## src/rtl/mem_bus_arb.sv

```systemverilog
// Two-master round-robin arbiter and sequencer for the shared RAM/MMIO/ROM bus.
// It grants one request at a time, holds the region select for the region's wait states and returns a ready pulse.
module mem_bus_arb #(
   parameter int RAM_WAIT  = 1,
   parameter int MMIO_WAIT = 1,
   parameter int ROM_WAIT  = 1
) (
   input  logic        clk,
   input  logic        reset,
   input  logic        m0_valid,
   input  logic [31:0] m0_addr,
   input  logic [31:0] m0_wdata,
   input  logic [3:0]  m0_wstrb,
   output logic        m0_ready,
   output logic [31:0] m0_rdata,
   input  logic        m1_valid,
   input  logic [31:0] m1_addr,
   input  logic [31:0] m1_wdata,
   input  logic [3:0]  m1_wstrb,
   output logic        m1_ready,
   output logic [31:0] m1_rdata,
   input  logic        m1_enable,
   output logic [31:0] bus_adr,
   output logic [31:0] bus_wdata,
   output logic [3:0]  bus_wren,
   output logic        ram_sel,
   output logic        mmio_sel,
   output logic        rom_sel,
   input  logic [31:0] bus_rdata,
   output logic        grant,
   output logic        bus_err
);

   typedef enum logic [1:0] {IDLE, ACCESS, RESP} state_t;

   state_t      state_q;
   logic [3:0]  cnt_q;
   logic [3:0]  wstrb_q;
   logic [3:0]  busWren_q;
   logic [1:0]  region_q;
   logic [31:0] addr_q;
   logic [31:0] wdata_q;
   logic [31:0] m0Rdata_q;
   logic [31:0] m1Rdata_q;
   logic        grant_q;
   logic        lastGrant_q;
   logic        ramSel_q;
   logic        mmioSel_q;
   logic        romSel_q;
   logic        m0Ready_q;
   logic        m1Ready_q;
   logic        busErr_q;

   logic        req0;
   logic        req1;
   logic        pick1;
   logic [31:0] reqAddr;
   logic [31:0] reqWdata;
   logic [3:0]  reqWstrb;
   logic [1:0]  reqRegion;
   logic [3:0]  cnt_d;
   logic [31:0] capture;

   function automatic logic [3:0] waitFor(input logic [1:0] region);
      case (region)
         2'b00:   waitFor = 4'(RAM_WAIT);
         2'b01:   waitFor = 4'(MMIO_WAIT);
         2'b10:   waitFor = 4'(ROM_WAIT);
         default: waitFor = 4'd0;
      endcase
   endfunction

   // On a tie the master that was not served last wins.
   assign req0      = m0_valid;
   assign req1      = m1_valid & m1_enable;
   assign pick1     = req1 & (~req0 | ~lastGrant_q);
   assign reqAddr   = pick1 ? m1_addr  : m0_addr;
   assign reqWdata  = pick1 ? m1_wdata : m0_wdata;
   assign reqWstrb  = pick1 ? m1_wstrb : m0_wstrb;
   assign reqRegion = reqAddr[17:16];
   assign cnt_d     = cnt_q + 4'd1;
   assign capture   = (region_q == 2'b11) ? 32'd0 : bus_rdata;

   // Outputs are registered one step ahead so wren lands exactly on the cnt==W cycle.
   always_ff @(posedge clk) begin
      if (reset) begin
         state_q     <= IDLE;
         cnt_q       <= 4'd0;
         wstrb_q     <= 4'd0;
         busWren_q   <= 4'd0;
         region_q    <= 2'b00;
         addr_q      <= 32'd0;
         wdata_q     <= 32'd0;
         m0Rdata_q   <= 32'd0;
         m1Rdata_q   <= 32'd0;
         grant_q     <= 1'b0;
         lastGrant_q <= 1'b1;
         ramSel_q    <= 1'b0;
         mmioSel_q   <= 1'b0;
         romSel_q    <= 1'b0;
         m0Ready_q   <= 1'b0;
         m1Ready_q   <= 1'b0;
         busErr_q    <= 1'b0;
      end else begin
         case (state_q)
            IDLE: begin
               if (req0 | req1) begin
                  grant_q   <= pick1;
                  addr_q    <= reqAddr;
                  wdata_q   <= reqWdata;
                  wstrb_q   <= reqWstrb;
                  region_q  <= reqRegion;
                  cnt_q     <= 4'd0;
                  ramSel_q  <= (reqRegion == 2'b00);
                  mmioSel_q <= (reqRegion == 2'b01);
                  romSel_q  <= (reqRegion == 2'b10);
                  busWren_q <= (waitFor(reqRegion) == 4'd0) ? reqWstrb : 4'd0;
                  state_q   <= ACCESS;
               end
            end
            ACCESS: begin
               if (cnt_q == waitFor(region_q)) begin
                  ramSel_q  <= 1'b0;
                  mmioSel_q <= 1'b0;
                  romSel_q  <= 1'b0;
                  busWren_q <= 4'd0;
                  m0Ready_q <= ~grant_q;
                  m1Ready_q <= grant_q;
                  m0Rdata_q <= grant_q ? 32'd0 : capture;
                  m1Rdata_q <= grant_q ? capture : 32'd0;
                  busErr_q  <= (region_q == 2'b11);
                  state_q   <= RESP;
               end else begin
                  cnt_q     <= cnt_d;
                  busWren_q <= (cnt_d == waitFor(region_q)) ? wstrb_q : 4'd0;
               end
            end
            RESP: begin
               m0Ready_q   <= 1'b0;
               m1Ready_q   <= 1'b0;
               m0Rdata_q   <= 32'd0;
               m1Rdata_q   <= 32'd0;
               busErr_q    <= 1'b0;
               lastGrant_q <= grant_q;
               state_q     <= IDLE;
            end
            default: state_q <= IDLE;
         endcase
      end
   end

   assign bus_adr   = addr_q;
   assign bus_wdata = wdata_q;
   assign bus_wren  = busWren_q;
   assign ram_sel   = ramSel_q;
   assign mmio_sel  = mmioSel_q;
   assign rom_sel   = romSel_q;
   assign m0_ready  = m0Ready_q;
   assign m1_ready  = m1Ready_q;
   assign m0_rdata  = m0Rdata_q;
   assign m1_rdata  = m1Rdata_q;
   assign grant     = grant_q;
   assign bus_err   = busErr_q;

endmodule

```

## config.mk

```make
export PLATFORM = sky130hd
export DESIGN_NAME = mem_bus_arb
export DESIGN_NICKNAME = d
export VERILOG_FILES = /design/src/rtl/mem_bus_arb.sv
export SDC_FILE = /design/constraint.sdc
export NUM_CORES = 1
export LEC_CHECK = 0
export ABC_CLOCK_PERIOD_IN_PS = 2500
export CORE_MARGIN = 3
export CORE_UTILIZATION = 40
export DETAILED_ROUTE_END_ITERATION = 8
export PLACE_DENSITY = 0.79
export RECOVER_POWER = 50
export SYNTH_ARGS = -nofsm -noshare
export SYNTH_HDL_FRONTEND = slang
export SYNTH_SLANG_ARGS = --single-unit
```

## constraint.sdc

```tcl
create_clock -name clk -period 2.5 [get_ports clk]
set_input_delay 0.25 -clock clk [delete_from_list [all_inputs] [get_ports clk]]
set_output_delay 0.25 -clock clk [all_outputs]
set_load 0.01 [all_outputs]
```

Word-level counts from Yosys, hierarchy flattened
Cells that the tools add are included.
{"block": "word_totals", "register_bits": 152, "input_bits": 173, "wordCells": 95}
{"block": "op_classes", "addsub": 1, "eq_ne": 12, "mux": 44, "n_bitwise": 7, "reduce_logical": 14}
{"cell": "2-to-1 mux 32 bit", "n": 7}
{"cell": "one-hot mux 32 bit (2 select lines)", "n": 2}
{"cell": "2-to-1 mux 4 bit", "n": 15}
{"cell": "one-hot mux 4 bit (2 select lines)", "n": 2}
{"cell": "one-hot mux 1 bit (2 select lines)", "n": 6}
{"cell": "2-to-1 mux 1 bit", "n": 9}
{"cell": "== test 2 bit (second input constant)", "n": 4}
{"cell": "== test 4 bit", "n": 2}
{"cell": "AND reduction 2 bit", "n": 4}
{"cell": "== test 2 x 1 -> 1 bit (second input constant)", "n": 3}
{"cell": "zero test 2 bit", "n": 3}
{"cell": "inequality test 2 bit (second input constant)", "n": 3}
{"cell": "AND reduction 3 bit", "n": 2}
{"cell": "OR reduction 3 bit", "n": 2}
{"cell": "adder 4 x 1 -> 4 bit (second input constant)", "n": 1}
{"cell": "zero test 4 bit", "n": 1}
{"cell": "2-to-1 mux 2 bit", "n": 2}
{"cell": "one-hot mux 2 bit (2 select lines)", "n": 1}
{"cell": "nonzero test 2 bit", "n": 2}
{"cell": "NOT 1 bit", "n": 3}
{"cell": "AND 1 bit", "n": 2}
{"cell": "bitwise OR 1 bit", "n": 2}

Longest topological paths before layout
Gate-level depths: netlist of run 1.
{"block": "depth", "word_depth": 14, "mapped_depth": 7, "depth_no_buf": 5}

Worst setup path after synthesis of run 1
OpenSTA, ideal clock, no wires.
{"block": "synth_timing", "path_type": "register -> register", "start": "register cnt_q[0]", "end": "register busWren_q[0] (netlist: bus_wren[0])", "setup_ns": 0.060, "arrival_time_ns": 1.664, "path_slack_ns": 0.777, "stages_incl_launch_ff": 5, "period_less_slack_ns": 1.723, "cell_sequence": "dfxtp_1 ha_1 or4_1 nor4_2 a221o_1"}
{"block": "synth_between", "elab_chain_len": 5, "word_cells_on_any_way": 6, "cone_classes": "add/sub: 1; eq/ne: 2; mux: 3"}
{"element": "start: declaration", "line_no": "37", "source": "logic [3:0] cnt_q;"}
{"element": "start signal: assignment", "line_no": "134", "source": "cnt_q <= cnt_d;"}
{"element": "adder 4 x 1 -> 4 bit", "line_no": "81", "source": "assign cnt_d = cnt_q + 4'd1;"}
{"element": "== test 4 bit", "line_no": "135", "source": "busWren_q <= (cnt_d == waitFor(region_q)) ? wstrb_q : 4'd0;"}
{"element": "2-to-1 mux 4 bit", "line_no": "135"}
{"element": "2-to-1 mux 4 bit *", "line_no": "122", "source": "if (cnt_q == waitFor(region_q)) begin"}
{"element": "one-hot mux 4 bit (2 select lines) *", "line_no": "105", "source": "case (state_q)"}
{"element": "end signal: assignment", "line_no": "117", "source": "busWren_q <= (waitFor(reqRegion) == 4'd0) ? reqWstrb : 4'd0;"}
{"element": "end signal: assignment", "line_no": "135"}
{"element": "end: declaration", "line_no": "39", "source": "logic [3:0] busWren_q;"}
Every way passes the cells marked *; elsewhere a longest branch is shown, timed or not.
A chain may end at the register's enable or synchronous reset.

Worst setup path in the final report of run 1
{"block": "layout_timing", "start": "register cnt_q[0]", "end": "register m0Rdata_q[4] (netlist: m0_rdata[4])"}
{"block": "layout_between", "elab_chain_len": 3}
{"element": "== test 4 bit", "line_no": "122"}
{"element": "inequality test 2 bit (no source line)"}
{"element": "AND reduction 2 bit (no source line)"}
{"element": "end signal: assignment", "line_no": "129", "source": "m0Rdata_q <= grant_q ? 32'd0 : capture;"}
{"element": "end: declaration", "line_no": "43", "source": "logic [31:0] m0Rdata_q;"}
No other way between the ends.

==> metrics.txt, run 1 <==
area share of the largest cell type after synthesis 49.9%; post-synthesis register bit count 150; fmax roughly 0.48 GHz; DR pass1 iterations 5; status completed; critical-path maximum fanout 33; unrepaired setup endpoints after global routing false; vias in the first global route 5701; layout overhead on the synthesized area 62.7%; part of the Yosys area used for sequential elements between 40 and 50%; final worst path period need slightly above 2 ns; synth top area cells dfxtp_1, nand2_1, a311oi_1; post-route ant nets 0; Commonest cells post-synth nand2_1, dfxtp_1, nor2_1; Via density 5.31; Die Area 16600 sq um; Simple-Gate Fraction of Synth Area around a fifth; largest net degree at the start of global routing 138; CTS H-tree depth 4; initial drt markers around 380; via total after detailed routing 6106; detailed placer's ending HPWL between 10000 and 15000 um; Total Routing Usage GR between 20% and 30%; CP required 2.86 ns; Synth Area in Compound Gates 24.4%; worst rel slew slack approximately 49%; largest family of logic cells by synthesized area compound AO/OA/AOI/OAI gates; ys flop type dfxtp_1; Max VDD drop 487 uV; Post-synth ARST share 0%; MaxCap Viol Count 0; Max Buffers Root-to-Sink 2; global-route wire length before repair 30300 um; chip width roughly 130 um; crit start category register; post-synthesis cell count 677; fin cells 1149; cell depth of the worst hold path 3; CTS tree yes; Post-CTS Repair Setup Buffers 0; fin crit share 82.9%; Hold Buf Count CTS 0; layout cells sized above 1 5.70%; endpoints failing setup 0; CTS clk-pin slew, worst paths ~0.060 ns; num rows 44; total gr overflow 0; R2R setup slack 0.43 ns; Initial Util 41.1%; clock sinks 150; placed cells about 1100; core area 14600 sq um; post-cts resize count 0; GP Congestion 0.814; PwrDens 658 nW/um^2; clock latency at the later pin of the worst-skew pair approximately 0.42 ns; Synth Cell Area 6020 sq um; Chip Height 129 um; Mapped Nets 851; Synth cell types 47; Final Skew slightly below 0.007 ns; Post-Route WL between 15000 and 20000 um; IO buf count 311; initial antenna violation count 0; setup tns final 0 ns; xor and xnor area share after synthesis 0.291%; fin. max-slew vios 0; Ports 312; Post-Syn Area per Cell 8.89 sq um; Routed wire per std cell 17.2 um; Inserted Diodes 0; largest area contributor in the netlist dfxtp_1; Tightest Hold Check Type input pin to register; LEAKAGE 3.97 nW; mux cell area share after synthesis less than 1%; cell with the most instances after synthesis nand2_1; Final Hold Viols 0; Worst Setup End Kind register; critical path class register to register; CTS buffer count 17; Root Driver clkbuf_16; synth warn 0; nets 1126; Post-Synth Adder-Cell Area 0.208%; Worst-Margin Slew 0.762 ns; Worst EP arrival 2.44 ns; number of synthesized flops with an enable pin 0; drt drc 0; FF-to-FF path depth 5
[sequential cells by signal, indices dropped and copies added, names as in the netlist, 2 cells and up]
register and cells:
cnt_q 4, m1_rdata 32, wstrb_q 4, bus_wdata 32, state_q 2, m0_rdata 32, bus_wren 4, bus_adr 31
[critical path, cell delays in order, from the launching register on]
cell      delay, ns
dfxtp_1        0.41
a21boi_0       0.65
o211ai_1       0.24
nor2_2         0.12
buf_4          0.35
a32o_1         0.22
[logic make-up after synthesis]
kind of cell / after synthesis
muxes: 1
buffers and inverters: 70
and+or+nand+nor: 284
adders and majority gates: 1
AOI/OAI and AO/OA: 169
DFF: 150
xor gates and xnor gates: 2
[path summary, 6_finish.rpt]
kind / from / endpoint
worst max-delay path: cnt_q[0] / m0_rdata[4]
worst min-delay path: reset / state_q[1]
worst max register to register: cnt_q[0] / m0_rdata[4]
worst min register to register: m1_rdata[11] / m1_rdata[11]
[per-layer routing]
| layer | up-vias | part of all wire, % | track usage [%] |
|---|---|---|---|
| met1 | 2794 | 38 | 26.3 |
| met5 | - | 0 | 0 |
| met4 | 0 | 2.5 | 9.39 |
| li1 | 3032 | - | - |
| met3 | 35 | 10 | 9.71 |
| met2 | 245 | 49 | 38.8 |
[power by group]
part / switching [W] / internal (W)
registers: 0.0000982 / 0.00257
logic: 0.000592 / 0.000649
clock network: 0.00108 / 0.00146
total: 0.00177 / 0.00467
[cell type report]
class | count | area, sq um
inverter | 4 | 15.0
timing repair buffer | 322 | 3240
multi-input combinational | 457 | 2710
sequential | 150 | 3000
fill | 1186 | 4850
clock buffer | 19 | 453
clock inverter | 13 | 138
tap | 184 | 230
[layout by cell type, fill, tap and decap left out, types with 2 or more instances in the layout]
cell,count
clkbuf_16,17
a221o_1,4
or4_1,2
inv_8,3
nor3_2,2
clkinvlp_4,4
o22ai_1,3
inv_1,4
nand3_1,11
buf_4,7
a21oi_1,10
nor2b_1,2
or3_1,5
nor4b_1,2
o211ai_1,2
clkdlybuf4s50_1,175
a311oi_1,69
buf_12,4
clkbuf_8,2
nor2_1,72
inv_6,4
a32o_1,32
dfxtp_1,150
o2bb2ai_1,33
o2111ai_1,4
nand2_1,176
a31oi_1,4
dlygate4sd3_1,135
[per-stage QoR]
stage	hold slack [ns]	instance area [sq um]	setup slack, ns	utilization, %	power, W
after floorplan	0.384	6020	0.777	-	0.00330
after global placement	0.443	9200	0.429	62.8	0.00401
after detailed placement	0.446	9200	0.339	62.8	0.00403
after CTS	0.321	9790	0.459	66.9	0.00658
after global routing	0.342	9790	0.239	66.9	0.00673
final	0.327	9790	0.428	66.9	0.00645
No activity file was read; power rests on OpenSTA's default activity.
==> run 2: changes to the inputs <==
--- a/config.mk
+++ b/config.mk
@@ -5,7 +5,7 @@
 export SDC_FILE = /design/constraint.sdc
 export NUM_CORES = 1
 export LEC_CHECK = 0
-export ABC_CLOCK_PERIOD_IN_PS = 2500
+export ABC_CLOCK_PERIOD_IN_PS = 2000
 export CORE_MARGIN = 3
 export CORE_UTILIZATION = 40
 export DETAILED_ROUTE_END_ITERATION = 8
==> constraint.sdc (replaced) <==
create_clock -name clk -period 2 [get_ports clk]
set_input_delay 0.2 -clock clk [delete_from_list [all_inputs] [get_ports clk]]
set_output_delay 0.2 -clock clk [all_outputs]
set_load 0.01 [all_outputs]
==> metrics.txt, run 2 (synthesis gave the netlist of run 1 again) <==
unrepaired setup endpoints after global routing false; Final Hold Viols 0 (unchanged); CP startpoint cnt_q[0]; Hold Buf Count CTS 0 (unchanged); fin. max-slew vios 0 (unchanged); endpoints failing setup 0 (unchanged); chip width 129 um (unchanged); CTS H-tree depth 4 (unchanged); RR Endpoint bus_wren[2]; Max Buffers Root-to-Sink 2 (unchanged); Worst-Margin Slew 0.642 ns (-0.120 ns); hold_sp reset; crit-path cells ha_1 > or4_1 > nor4_2 > buf_4 > a221o_1; cell depth of the worst hold path 2 (-1); total gr overflow 0 (unchanged); Worst EP arrival 2.14 ns (-0.30 ns); fin crit share 89.2% (+6.3 points); post-cts resize count 0 (unchanged); post-route ant nets 0 (unchanged); setup tns final 0 ns (unchanged); GP Congestion 0.817 (+0.29%); pre-CTS setup slack 0.0508 ns (-0.288 ns); Final Worst Setup Slack 0.216 ns (-0.212 ns); Post-CTS Repair Setup Buffers 0 (unchanged); Total Routing Usage GR 23.7% (+0.42 points); LEAKAGE 4.02 nW (+1.2%); CP required 2.35 ns (-0.51 ns); fmax 0.560 GHz (+16%); initial antenna violation count 0 (unchanged); Chip Height 129 um (unchanged); DR pass1 iterations 5 (unchanged); critical-path maximum fanout 6 (-82%); Via density 5.28 (-0.69%); IO buf count 311 (unchanged); Reg-to-Reg Start cnt_q[0]; vias in the first global route 5909 (+3.6%); CP peak stage delay 0.54 ns (-0.11 ns); CTS buffer count 17 (unchanged); clock latency at the later pin of the worst-skew pair 0.41 ns (about the same); detailed placer's ending HPWL 14600 um (+4.6%); core area 14600 sq um (unchanged); CTS clk-pin slew, worst paths 0.06 ns (about the same); nets 1138 (+1.1%); num rows 44 (unchanged); layout overhead on the synthesized area 65.2%; most frequent cells in the layout clkdlybuf4s50_1, nand2_1, dfxtp_1; largest net degree at the start of global routing 94 (-32%); final worst path period need 1.78 ns (-0.288 ns); worst rel slew slack 57.2% (+8.5 points); crit start category register; slowest stage cell, crit path or4_1; via total after detailed routing 6127 (+0.34%); Die Area 16600 sq um (unchanged); utilization after layout 67.9% (+1.0 points); Initial Util 41.1% (unchanged); PwrDens 834 nW/um^2 (+27%); worst path buffer plus inverter count 1 (unchanged); critical path class register to register; MaxCap Viol Count 0 (unchanged); global-route wire length before repair 31000 um (+2.2%); R2R setup slack 0.22 ns (-0.21 ns); Root Driver clkbuf_16; drt drc 0 (unchanged); Placed Area 9340 sq um (+1.5%); Max VDD drop 517 uV (+6.3%); Worst Setup End Kind register; WHS Endpoint bus_wdata[3]; hold slack 0.125 ns (-0.202 ns); layout cells sized above 1 6.45% (+0.75 points); status completed; FF-to-FF path depth 5 (unchanged); initial drt markers 345 (-8.5%); commonest non-fill, non-tap cell in the layout clkdlybuf4s50_1; clock sinks 150 (unchanged); Ports 312 (unchanged); Tightest Hold Check Type input pin to register; Worst path top cell family by delay simple AND/OR/NAND/NOR gates; Routed wire per std cell 17.4 um (+1.3%); final instance area 9940 sq um (+1.5%); Final Skew 0.00852 ns (+0.00175 ns); Post-Route WL 20200 um (+2.3%); Inserted Diodes 0 (unchanged); CTS tree yes
==> run 2: cell types whose count changed in the layout (fill, tap and decap cells not counted), sizes merged <==
| cell | previous run | this run |
|---|---|---|
| clkbuf | 19 | 20 |
| clkinvlp | 4 | 2 |
| clkinv | 1 | 2 |
| clkdlybuf4s50 | 175 | 186 |
| dlygate4sd3 | 135 | 124 |
| inv | 11 | 12 |
| bufinv | 1 | 3 |
| buf | 12 | 21 |
==> run 2: worst reg2reg max path, delay by kind of cell (launching register included) <==
family                   cells  cell delay, ns
AND/OR/NAND/NOR              2            0.76
adder cells (fa/ha/maj)      1            0.26
flip-flops                   1            0.40
AO/OA/AOI/OAI                1            0.14
buffers and inverters        1            0.17
==> run 2: routing by layer <==
layer	vias up	part of all wire (%)	global-route usage, %
met5	-	0	0
met4	0	1.2	7.66
met3	17	8.9	9.13
met2	241	50	40.0
met1	2824	40	27.6
li1	3045	-	-
==> run 2: power breakdown <==
group	leakage, nW	switching, W	total [W]	internal [W]
combinational	2.50	0.000762	0.00162	0.000858
clock	0.296	0.00134	0.00334	0.00200
sequential	1.23	0.000124	0.00333	0.00321
==> run 2: per-stage QoR <==
step / total power (W) / instances
after CTS: 0.00845 / 1161
after detailed placement: 0.00510 / 1129
after global routing: 0.00866 / 1161
after global placement: 0.00507 / 1129
after floorplan: 0.00412 / 677
final: 0.00829 / 1161
==> run 2: worst max path at each step <==
stage	to	cells after the start
floorplan	bus_wren[0]	4
global placement	bus_adr[19]	6
detailed placement	bus_wdata[25]	6
CTS	bus_adr[17]	1
global route	bus_wdata[7]	5
finish	bus_wren[2]	5
==> run 2: final cells by class <==
cell class	instances	area (sq um)
clock buffers	17	425
fillers	1203	4700
multi-input cells	457	2710
well taps	184	230
flip-flops and latches	150	3000
inverters	4	15.0
repair buffers	334	3370
clock inverters	15	189
==> run 3: changes to the inputs <==
--- a/config.mk
+++ b/config.mk
@@ -5,7 +5,8 @@
 export SDC_FILE = /design/constraint.sdc
 export NUM_CORES = 1
 export LEC_CHECK = 0
-export ABC_CLOCK_PERIOD_IN_PS = 2000
+export ABC_CLOCK_PERIOD_IN_PS = 1700
+export CAP_MARGIN = 20
 export CORE_MARGIN = 3
 export CORE_UTILIZATION = 40
 export DETAILED_ROUTE_END_ITERATION = 8
==> constraint.sdc (replaced) <==
create_clock -name clk -period 1.7 [get_ports clk]
set_input_delay 0.17 -clock clk [delete_from_list [all_inputs] [get_ports clk]]
set_output_delay 0.17 -clock clk [all_outputs]
set_load 0.01 [all_outputs]
==> metrics.txt, run 3 (synthesis gave the netlist of run 1 again) <==
fin cells 1195 (+2.9%); Via density 5.37 (+1.8%); Final Hold Viols 0 (unchanged); post-route ant nets 0 (unchanged); critical path depth 7 (+2); Max Buffers Root-to-Sink 2 (unchanged); violated checks negative setup slack; Ports 312 (unchanged); Worst-Margin Slew 0.600 ns (-0.0424 ns); fin. max-slew vios 0 (unchanged); final worst path period need 1.75 ns (-0.0367 ns); Flop pwr share 40.4% (+0.2 points); Final Worst Setup Slack -0.0476 ns (-0.263 ns); status finished with violations; Final Skew 0.00809 ns (-0.000429 ns); most frequent cells in the layout clkdlybuf4s50_1, nand2_1, dfxtp_1; NetSw 0.00271 W (+21%); Worst Setup End Kind register; fin crit share 103% (+14 points); nets 1169 (+2.7%); CP peak stage delay 0.36 ns (-0.18 ns); Chip Height 129 um (unchanged); fmax 0.572 GHz (+2.1%); power share of the combinational group 22.1% (+2.6 points); clock network power share 37.5% (-2.8 points); CTS buffer count 17 (unchanged); chip width 129 um (unchanged); crit start category register; worst rel slew slack 60.0% (+2.8 points); GP Congestion 0.851 (+4.2%); critical path's most frequent cell buf_6; CTS tree yes; Filler Cell Count 1147 (-4.7%); commonest non-fill, non-tap cell in the layout clkdlybuf4s50_1; PwrDens 940 nW/um^2 (+13%); hold slack 0.139 ns (+0.0134 ns); vias in the first global route 6056 (+2.5%); drt drc 0 (unchanged); unrepaired setup endpoints after global routing true; critical-path maximum fanout 8 (+2); crit-path cells buf_6 > and3b_2 > o211a_4 > nor3_4 > buf_6 > clkbuf_16 > a32o_1; cell depth of the worst hold path 3 (+1); Post-Route WL 21600 um (+6.8%); Total Routing Usage GR 23.9% (+0.24 points); Root Driver clkbuf_16; Initial Util 41.1% (unchanged); via total after detailed routing 6419 (+4.8%); Routed wire per std cell 18.1 um (+3.8%); layout cells sized above 1 10.6% (+4.2 points); clock latency at the later pin of the worst-skew pair 0.42 ns (about the same); worst path buffer plus inverter count 3 (+2); switching share of power 27.9% (+1.0 points); largest net degree at the start of global routing 65 (-31%); endpoints failing setup 55 (+55); detailed placer's ending HPWL 15100 um (+3.8%); Worst EP arrival 2.10 ns (-0.04 ns); FF-to-FF path depth 7 (+2); Tightest Hold Check Type input pin to register; Max VDD drop 719 uV (+39%); IO buf count 311 (unchanged); DR pass1 iterations 5 (unchanged); CTS H-tree depth 4 (unchanged); slowest stage cell, crit path dfxtp_2; initial antenna violation count 3 (+3); layout overhead on the synthesized area 71.5%; num rows 44 (unchanged); placed cells 1150 (+1.9%); Worst path top cell family by delay buffers and inverters; Int Power 0.00699 W (+15%); CP required 2.06 ns (-0.29 ns); clock sinks 150 (unchanged); critical path class register to register; LEAKAGE 4.11 nW (+2.2%); global-route wire length before repair 31300 um (+0.96%); Die Area 16600 sq um (unchanged); core area 14600 sq um (unchanged); MaxCap Viol Count 0 (unchanged); CTS clk-pin slew, worst paths 0.07 ns (about the same); total gr overflow 0 (unchanged); initial drt markers 374 (+8.4%)
run 3: cell types whose count changed in the layout (fill, tap and decap cells not counted), moves of 6 or more:
| cell | before | now |
|---|---|---|
| o2bb2ai_1 | 33 | 25 |
| o2bb2ai_2 | 0 | 8 |
| buf_6 | 0 | 6 |
| buf_4 | 12 | 27 |
| dlygate4sd3_1 | 124 | 85 |
| clkdlybuf4s50_1 | 186 | 224 |
run 3: path summary, 6_finish.rpt:
path / end / start / slack (ns)
max: m0_rdata[9] / cnt_q[0] / -0.05
min: cnt_q[2] / reset / 0.14
max reg2reg: m0_rdata[9] / cnt_q[0] / -0.05
min reg2reg: m1_rdata[21] / m1_rdata[21] / 0.45
run 3: layer usage:
layer	global-route usage (%)	wire (um)	vias to the layer above
met5	0	0	-
met4	9.02	361	0
met3	9.01	2020	27
met2	40.3	11000	263
met1	27.6	8200	3005
li1	-	-	3124
run 3: area by class of cell:
cell class                 count  area [sq um]  area share [%]
timing repair buffer         365          3710            35.9
sequential                   150          3010            29.1
multi-input combinational    457          2790            27.0
clock buffer                  17           425            4.12
tap                          184           230            2.23
clock inverter                15           143            1.38
inverter                       4          15.0           0.145
antenna                        3          7.51          0.0727
run 3: power groups by stage:
stage	clock network [W]	registers, W	logic (W)
floorplan	0	0.00409	0.000763
global placement	0	0.00399	0.00209
detailed placement	0	0.00399	0.00211
CTS	0.00371	0.00392	0.00216
global route	0.00386	0.00395	0.00231
finish	0.00364	0.00392	0.00214
run 3: stage by stage:
stage | worst slack [ns] | setup TNS, ns | power (W) | instance area (sq um) | utilization [%]
after floorplan | 0.00506 | 0 | 0.00486 | 6030 | -
after global placement | -0.0278 | -0.708 | 0.00607 | 9570 | 65.4
after detailed placement | -0.109 | -2.99 | 0.00610 | 9570 | 65.4
after CTS | -0.0160 | -0.237 | 0.00980 | 10200 | 69.7
after global routing | -0.123 | -5.65 | 0.0101 | 10300 | 70.5
final | -0.0476 | -0.844 | 0.00970 | 10300 | 70.5
run 3: timing repair:
action | CTS | global route
pin swaps | 4 | 8
endpoints found under the setup margin | 42 | 70
buffers inserted | 3 | 2
hold buffers | 0 | 0
gates cloned | 1 | 4
resized for setup | 8 | 12
run 3: worst register-to-register path, cell delays in order, from the launching register on:
cell,delay (ns)
dfxtp_2,0.36
buf_6,0.11
and3b_2,0.23
o211a_4,0.27
nor3_4,0.22
buf_6,0.18
clkbuf_16,0.18
a32o_1,0.14
